$ cat src/rtl/sequence_acceptor.sv
// Key-sequence acceptor: detects key releases, matches them against a
// programmable code of up to MAX_LEN entries, and reports accept/reject.
module sequence_acceptor #(
  parameter int NUM_KEYS  = 4,
  parameter int MAX_LEN   = 16,
  parameter int TIMEOUT_W = 25,
  localparam int KW = $clog2(NUM_KEYS),
  localparam int LW = $clog2(MAX_LEN + 1),
  localparam int AW = $clog2(MAX_LEN)
) (
  input  logic                clk,
  input  logic                reset_,
  input  logic [NUM_KEYS-1:0] keys,
  input  logic                prog_we,
  input  logic [AW-1:0]       prog_addr,
  input  logic [KW-1:0]       prog_key,
  input  logic                len_we,
  input  logic [LW-1:0]       len_val,
  output logic [1:0]          state,
  output logic [LW-1:0]       progress,
  output logic                accept_pulse,
  output logic                reject_pulse,
  output logic [3:0]          fail_count
);

  typedef enum logic [1:0] {
    S_IDLE   = 2'd0,
    S_MATCH  = 2'd1,
    S_ACCEPT = 2'd2,
    S_REJECT = 2'd3
  } state_e;

  localparam logic [LW-1:0] MAX_LEN_L = LW'(MAX_LEN);

  state_e                 state_q, state_d;
  logic [LW-1:0]          progress_q, progress_d;
  logic [LW-1:0]          len_q;
  logic [TIMEOUT_W-1:0]   tmr_q, tmr_d;
  logic [1:0]             hist_q [NUM_KEYS];
  logic [KW-1:0]          seq_q [MAX_LEN];
  logic                   accept_q, reject_q;
  logic [3:0]             fail_q;

  logic                   any_rel, multi_rel, valid_ev, timeout_hit;
  logic [KW-1:0]          rel_idx;
  logic [KW-1:0]          exp_key;

  // Release decode: a key whose history reads 2'b10 was released this cycle.
  always_comb begin
    any_rel   = 1'b0;
    multi_rel = 1'b0;
    rel_idx   = '0;
    for (int unsigned k = 0; k < NUM_KEYS; k++) begin
      if (hist_q[k] == 2'b10) begin
        multi_rel = multi_rel | any_rel;
        any_rel   = 1'b1;
        rel_idx   = KW'(k);
      end
    end
    valid_ev    = any_rel & ~multi_rel;
    timeout_hit = &tmr_q;
    exp_key     = seq_q[progress_q[AW-1:0]];
  end

  always_comb begin
    state_d    = state_q;
    progress_d = progress_q;
    case (state_q)
      S_IDLE: begin
        if (len_q != '0 && valid_ev && rel_idx == seq_q[0]) begin
          progress_d = LW'(1);
          state_d    = (len_q == LW'(1)) ? S_ACCEPT : S_MATCH;
        end
      end
      S_MATCH: begin
        // A release in the same cycle as the timeout wins over the timeout.
        if (any_rel) begin
          if (valid_ev && rel_idx == exp_key) begin
            progress_d = progress_q + LW'(1);
            if (progress_d == len_q) state_d = S_ACCEPT;
          end else begin
            state_d = S_REJECT;
          end
        end else if (timeout_hit) begin
          state_d = S_REJECT;
        end
      end
      default: begin
        if (any_rel) begin
          state_d    = S_IDLE;
          progress_d = '0;
        end
      end
    endcase

    if (any_rel || state_d != S_MATCH) tmr_d = '0;
    else if (timeout_hit)              tmr_d = tmr_q;
    else                               tmr_d = tmr_q + TIMEOUT_W'(1);
  end

  always_ff @(posedge clk or negedge reset_) begin
    if (!reset_) begin
      state_q    <= S_IDLE;
      progress_q <= '0;
      len_q      <= '0;
      tmr_q      <= '0;
      accept_q   <= 1'b0;
      reject_q   <= 1'b0;
      fail_q     <= '0;
      for (int unsigned k = 0; k < NUM_KEYS; k++) hist_q[k] <= '0;
      for (int unsigned i = 0; i < MAX_LEN; i++)  seq_q[i]  <= '0;
    end else begin
      state_q    <= state_d;
      progress_q <= progress_d;
      tmr_q      <= tmr_d;
      for (int unsigned k = 0; k < NUM_KEYS; k++) hist_q[k] <= {hist_q[k][0], keys[k]};

      // Writes look at the registered state, so a write coinciding with the
      // IDLE->MATCH edge still lands and is seen by the next comparison.
      if (state_q == S_IDLE) begin
        if (prog_we) seq_q[prog_addr] <= prog_key;
        if (len_we)  len_q <= (len_val > MAX_LEN_L) ? MAX_LEN_L : len_val;
      end

      accept_q <= (state_d == S_ACCEPT) && (state_q != S_ACCEPT);
      reject_q <= (state_d == S_REJECT) && (state_q != S_REJECT);

      if (state_d == S_ACCEPT && state_q != S_ACCEPT) begin
        fail_q <= '0;
      end else if (state_d == S_REJECT && state_q != S_REJECT && fail_q != 4'hF) begin
        fail_q <= fail_q + 4'd1;
      end
    end
  end

  assign state        = state_q;
  assign progress     = progress_q;
  assign accept_pulse = accept_q;
  assign reject_pulse = reject_q;
  assign fail_count   = fail_q;

endmodule

$ cat config.mk
export PLATFORM = sky130hd
export DESIGN_NAME = sequence_acceptor
export DESIGN_NICKNAME = d
export VERILOG_FILES = /design/src/rtl/sequence_acceptor.sv
export SDC_FILE = /design/constraint.sdc
export NUM_CORES = 1
export LEC_CHECK = 0
export ABC_AREA = 0
export BUFFER_PORTS_ARGS = -buffer_cell sky130_fd_sc_hd__buf_4
export CORE_MARGIN = 4
export CORE_UTILIZATION = 50
export DETAILED_ROUTE_END_ITERATION = 8
export PLACE_DENSITY = 0.68
export SETUP_SLACK_MARGIN = 0.15
export SYNTH_ARGS = -nofsm -noshare
export SYNTH_HDL_FRONTEND = slang
export SYNTH_SLANG_ARGS = --single-unit
$ cat constraint.sdc
create_clock -name clk -period 3.25 [get_ports clk]
set_clock_uncertainty 0.1 [all_clocks]
set_input_delay 0.325 -clock clk [delete_from_list [all_inputs] [get_ports clk]]
set_output_delay 0.325 -clock clk [all_outputs]
set_load 0.01 [all_outputs]
==> metrics.txt, run 1 <==
status complete, no violations; H-tree depth 3; antenna violations before repair 0; DIE AREA 0.009988 mm²; Seq/Total Area, Yosys 49.14%; met1 usage 24.06%; Synth area leader dfrtp_1; Peak Freq 344.5 MHz; Critical Path AT 3.03 ns; top_reg_cell synth dfrtp_1; Setup TNS Final 0 ns; IO Pins 32; Die X 99.94 µm; Clk Latency, worst-skew pair 0.35 ns; vias in the first global route 2879; global routing met3 resource utilization 3.892%; FP Rows 33; multiplexer share of the synthesized area 15.57%; Simple-Gate Fraction of Synth Area 18.21%; Hold Path Class input port to async pin; pre-CTS setup slack 0.2227 ns; largest family of logic cells by synthesized area simple AND/OR/NAND/NOR gates; r2r endpoint progress[0]; Final Slew Violations 0; R2R Path Start progress[1]; CP Max Fanout 15; fin crit share 89.31%; area growth from synthesis to final layout 13.08%; Reg2Reg Setup Slack 0.35 ns; setup slack after layout 0.3475 ns; TritonCTS clock tree yes; worst vdd ir 288.6 µV; die height 99.94 µm; Yosys reg bits 83; Syn Nets 402; Top Usage Layer GRT met2; post-synthesis compound-gate area fraction 7.046%; endpoints failing hold 0; Max Buffers Root-to-Sink 2; Worst-path clk slew 0.08 ns; share of layout cells above drive strength 1 21.99%; Yosys Warn Count 0; unrepaired setup endpoints after global routing false; Pre-antenna DRT Iters 4; largest net degree at the start of global routing 84; Ant. Diodes 0; routed vias/inst 5.606; R2R depth 9; met2 usage 26.48%; asr flop ratio synth 100.0%; CTS sink cnt 83; Setup CP Type flop to flop; Synth Cell Area 0.004227 mm²; EDFF count, synth 0; Area after DPL 0.004557 mm²; Final Setup Violations 0; Residual DRC 0; Util after Layout 58.17%; Final Cell Area 0.004780 mm²; Post-Synth Adder-Cell Area 0.8881%; Yosys cell types 51; Num CTS Buffers 9; measured slew at the worst slew-check pin 1.026 ns; most frequent cells in the layout 82 x dfrtp_1, 42 x nor2_1, 36 x buf_4; Final nets 440; initial core utilization 51.44%; type of origin of the critical path flop; Synth Area per Inst 11.12 µm²; PD cells 736.0 mW/mm²; Syn Inst Count 380; leakage power 2.056 nW; Worst Setup End Kind flop; WL/cell 15.27 µm; commonest non-fill, non-tap cell in the layout dfrtp_1; via count 2960; routability cong. 0.8600; top-area cell type share of the netlist area 49.14%; Tot Pwr 3.518 mW; Worst EP required 3.38 ns; Iter 0 DRT Violations 113; global-route wire length before repair 13760 µm; max_cap viols 0; core area 0.008217 mm²; Synth Area in XOR/XNOR 6.631%; port bufs 31; Tot GR Track Use 17.17%; DP Wirelength 5648 µm; Max-Slew Margin vs Limit 31.58%; Routed WL 8065 µm; FILL cells 709; Post-DRT Antenna Nets 0; Root Buffer clkbuf_8; top cells by area in the synthesized netlist dfrtp_1 49%, mux2_2 9.1%, nor2_1 3.7%; total global routing overflow 0; post-route minimum period 2.902 ns
final cells by class:
| type | count | area (µm²) | area share [%] |
|---|---|---|---|
| Tap cell | 105 | 131.4 | 2.749 |
| Sequential cell | 83 | 2078 | 43.48 |
| Clock inverter | 3 | 22.52 | 0.4712 |
| Inverter | 4 | 15.01 | 0.3141 |
| Timing Repair Buffer | 41 | 330.3 | 6.911 |
| Clock buffer | 13 | 158.9 | 3.325 |
| Multi-Input combinational cell | 279 | 2043 | 42.75 |
synthesized netlist by cell type (all sizes together) (4+ instances only):
cell type and number:
o21ai 11, and4 6, dfrtp 83, a31oi 5, inv 4, xnor2 17
and3 10, nand2 30, o31ai 5, nor2b 8, mux2i 11, clkbuf 5
buf 9, mux2 35, mux4 6, nand4 5, nand2b 14, nor2 42
a21oi 8, xor2 15, nand3 15
repair_timing:
item / CTS / global route
endpoints found under the hold margin: 4 / 0
endpoints found under the setup margin: 0 / 31
hold buffers: 4 / 0
resized for setup: 0 / 1
buffers inserted: 0 / 0
metal layers:
| layer | wire length [µm] | vias to the layer above |
|---|---|---|
| met3 | 293 | 11 |
| met4 | 128 | 0 |
| met2 | 3693 | 49 |
| met5 | 0 | - |
| li1 | - | 1436 |
| met1 | 3949 | 1464 |
flip-flops by register name (all words and copies together), names as in the netlist:
signal,count
accept_pulse,1
tmr_q,25
fail_count,4
len_q,5
progress,5
hist_q,8
state,2
reject_pulse,1
seq_q,32
report_power, final:
group	total, mW	switching (mW)	internal (mW)
clock network	0.679	0.358	0.320
registers	1.58	0.257	1.32
logic	1.26	0.578	0.683
per-stage QoR:
step                instances  hold WS (ns)
detailed placement        508        0.2585
global route              528        0.1302
CTS                       528       0.09257
finish                    528       0.04300
floorplan                 380      -0.07059
global placement          508        0.2557
worst max-delay path, stage by stage (launching register included):
cell	delay, ns
dfrtp_1	0.46
buf_12	0.19
mux2i_1	0.13
mux4_2	0.48
mux2i_1	0.19
xnor2_1	0.11
and3_4	0.22
a211oi_4	0.32
or2_1	0.26
mux2_4	0.31
cell families after synthesis:
family	count (synthesis)
simple gates	149
flops	83
mux	52
compound gates	43
xor+xnor	32
buf+inv	18
fa+ha+maj	3
how the worst max path moves through the flow:
stage / slack [ns] / from / depth (start not counted) / end
after floorplan: 0.47 / progress[0] / 10 / progress[0]
after global routing: 0.22 / progress[1] / 9 / progress[0]
final: 0.35 / progress[1] / 9 / progress[0]
after global placement: 0.31 / progress[0] / 11 / tmr_q[5]
after CTS: 0.20 / progress[0] / 8 / progress[0]
after detailed placement: 0.22 / progress[0] / 8 / progress[0]
Power figures use the tool's default switching activity.
==> inputs of run 2 (changes only) <==
--- a/config.mk
+++ b/config.mk
@@ -8,9 +8,8 @@
 export ABC_AREA = 0
 export BUFFER_PORTS_ARGS = -buffer_cell sky130_fd_sc_hd__buf_4
 export CORE_MARGIN = 4
-export CORE_UTILIZATION = 50
+export CORE_UTILIZATION = 35
 export DETAILED_ROUTE_END_ITERATION = 8
-export PLACE_DENSITY = 0.68
 export SETUP_SLACK_MARGIN = 0.15
 export SYNTH_ARGS = -nofsm -noshare
 export SYNTH_HDL_FRONTEND = slang
==> constraint.sdc (replaced) <==
create_clock -name clk -period 3.25 [get_ports clk]
set_clock_uncertainty 0.1 [all_clocks]
set_input_delay 0.325 -clock clk [delete_from_list [all_inputs] [get_ports clk]]
set_output_delay 0.325 -clock clk [all_outputs]
set_load 0.05 [all_outputs]
==> metrics.txt, run 2 (same netlist as run 1, synthesis figures left out) <==
DIE AREA 0.01390 mm² (+39%); measured slew at the worst slew-check pin 1.047 ns (+0.02090 ns); vias in the first global route 3001 (+4.2%); r2r endpoint progress[0]; largest net degree at the start of global routing 84 (unchanged); R2R Path Start progress[0]; Iter 0 DRT Violations 169 (+50%); Root Buffer clkbuf_16; pre-CTS setup slack 0.2241 ns (+0.001452 ns); commonest non-fill, non-tap cell in the layout dfrtp_1; Num CTS Buffers 9 (unchanged); R2R depth 8 (-1); most frequent cells in the layout 82 x dfrtp_1, 42 x nor2_1, 38 x buf_4; Final nets 442 (+0.45%); Post-Place Cells 548 (+7.9%); Clk Latency, worst-skew pair 0.34 ns (about the same); PD cells 810.0 mW/mm² (+10%); metal3 WL 430 µm (+47%); Residual DRC 0 (unchanged); Hold Path Class input port to async pin; Worst path depth 8 (-1); Routed WL 8465 µm (+5.0%); family with the most delay on the worst path multiplexers; total global routing overflow 0 (unchanged); Met1 Wirelength 4197 µm (+6.3%); status complete, no violations; Setup TNS Final 0 ns (unchanged); Max Buffers Root-to-Sink 2 (unchanged); endpoints failing hold 0 (unchanged); worst path bufs/invs 0 (-1); fin crit share 88.99% (-0.31 points); Worst EP required 3.37 ns (about the same); WL/cell 14.90 µm (-2.4%); H-tree depth 3 (unchanged); area of the multi-input gates 0.002046 mm² (+0.12%); Ant. Diodes 0 (unchanged); Post-DRT Antenna Nets 0 (unchanged); CTS sink cnt 83 (unchanged); crit path capture progress[0]; FF/Latch Area 0.002078 mm² (unchanged); global-route wire length before repair 14860 µm (+8.0%); Final Slew Violations 0 (unchanged); Final Non-Filler Cells 568 (+7.6%); Top reg by flops seq_q; FILL cells 1098 (+55%); Reg2Reg Setup Slack 0.36 ns (about the same); initial core utilization 36.39% (-15 points); CP startpoint progress[0]; max_cap viols 0 (unchanged); Setup CP Type flop to flop; Final Setup Violations 0 (unchanged); CP Max Fanout 14 (-1); routability cong. 0.8084 (-6.0%); type of origin of the critical path flop; share of layout cells above drive strength 1 22.82% (+0.84 points); WL met2 3696 µm (about the same); DP Wirelength 5998 µm (+6.2%); routed vias/inst 5.197 (-7.3%); Crit-path slowest cell mux4_1; critical path cell sequence mux4_1 -> o21ai_0 -> a31oi_1 -> xnor2_1 -> and3_4 -> a211oi_4 -> or2_1 -> mux2_4; leakage power 2.121 nW (+3.2%); Tot GR Track Use 13.17% (-4.0 points); die height 117.9 µm (+18%); Peak Freq 345.8 MHz (+0.35%); Worst-path clk slew 0.06 ns (-0.02 ns); Worst Setup End Kind flop; antenna violations before repair 0 (unchanged); setup slack after layout 0.3577 ns (+0.01022 ns); TritonCTS clock tree yes; post-route minimum period 2.892 ns (-0.01022 ns); max reg flops 32 (unchanged); unrepaired setup endpoints after global routing false; core area 0.01161 mm² (+41%); Post-CTS Setup Inserts 0 (unchanged); Max-Slew Margin vs Limit 30.19% (-1.4 points); Top Registers seq_q: 32 flops, tmr_q: 25 flops, hist_q: 8 flops; Die X 117.9 µm (+18%); Pre-antenna DRT Iters 4 (unchanged); Critical Path AT 3.02 ns (about the same); Top Metal Used met4; FP Rows 39 (+18%); worst vdd ir 404.0 µV (+40%); IO Pins 32 (unchanged); via count 2952 (-0.27%); area growth from synthesis to final layout 16.99%; critical path's largest stage delay 0.59 ns (+0.11 ns); port bufs 31 (unchanged)
run 2: final cells by class:
class / instances / area share (%)
inverters: 4 / 0.3036
clock buffers: 12 / 5.187
clock inverters: 4 / 0.6832
well taps: 143 / 3.618
flip-flops and latches: 83 / 42.03
multi-input cells: 279 / 41.37
repair buffers: 43 / 6.807
run 2: stage by stage:
step | cell area, µm² | utilization [%] | total power [mW] | hold WS, ns
floorplan | 4227 | - | 2.659 | -0.07059
global placement | 4607 | 39.67 | 2.995 | 0.2633
detailed placement | 4607 | 39.67 | 3.039 | 0.2740
CTS | 4937 | 42.51 | 4.041 | 0.1107
global route | 4945 | 42.58 | 4.266 | 0.1441
finish | 4945 | 42.58 | 4.005 | 0.06840
run 2: worst min path at each step:
stage               start           end  cells past startpoint
5_1_grt        len_val[4]      len_q[4]                      2
3_3_place_gp    hist_q[4]     hist_q[5]                      0
6_report           reset_      seq_q[4]                      1
2_1_floorplan      reset_  accept_pulse                      0
4_1_cts            reset_      seq_q[6]                      1
3_5_place_dp    hist_q[4]     hist_q[5]                      0
run 2: repair_timing:
item / CTS / global route
hold buffers: 4 / 0
endpoints found under the hold margin: 4 / 0
setup endpoints to repair: 0 / 33
gates resized for setup: 0 / 3
run 2: metal layers:
metal,track usage [%],vias to the layer above
met3,3.988,12
li1,-,1438
met5,0,-
met4,4.762,0
met1,18.01,1433
met2,19.76,69
run 2: where the power goes:
part | total, mW | switching, mW | internal (mW) | leakage (nW)
Combinational | 1.45 | 0.766 | 0.688 | 0.899
Sequential | 1.58 | 0.252 | 1.32 | 1.08
Clock | 0.974 | 0.410 | 0.565 | 0.139
run 2: worst register-to-register path: cells and delay by family, from the launching register on:
family	cells	cell delay, ns
DFF	1	0.54
xor gates and xnor gates	1	0.15
and+or+nand+nor	2	0.46
muxes	2	0.92
AOI/OAI and AO/OA	3	0.60
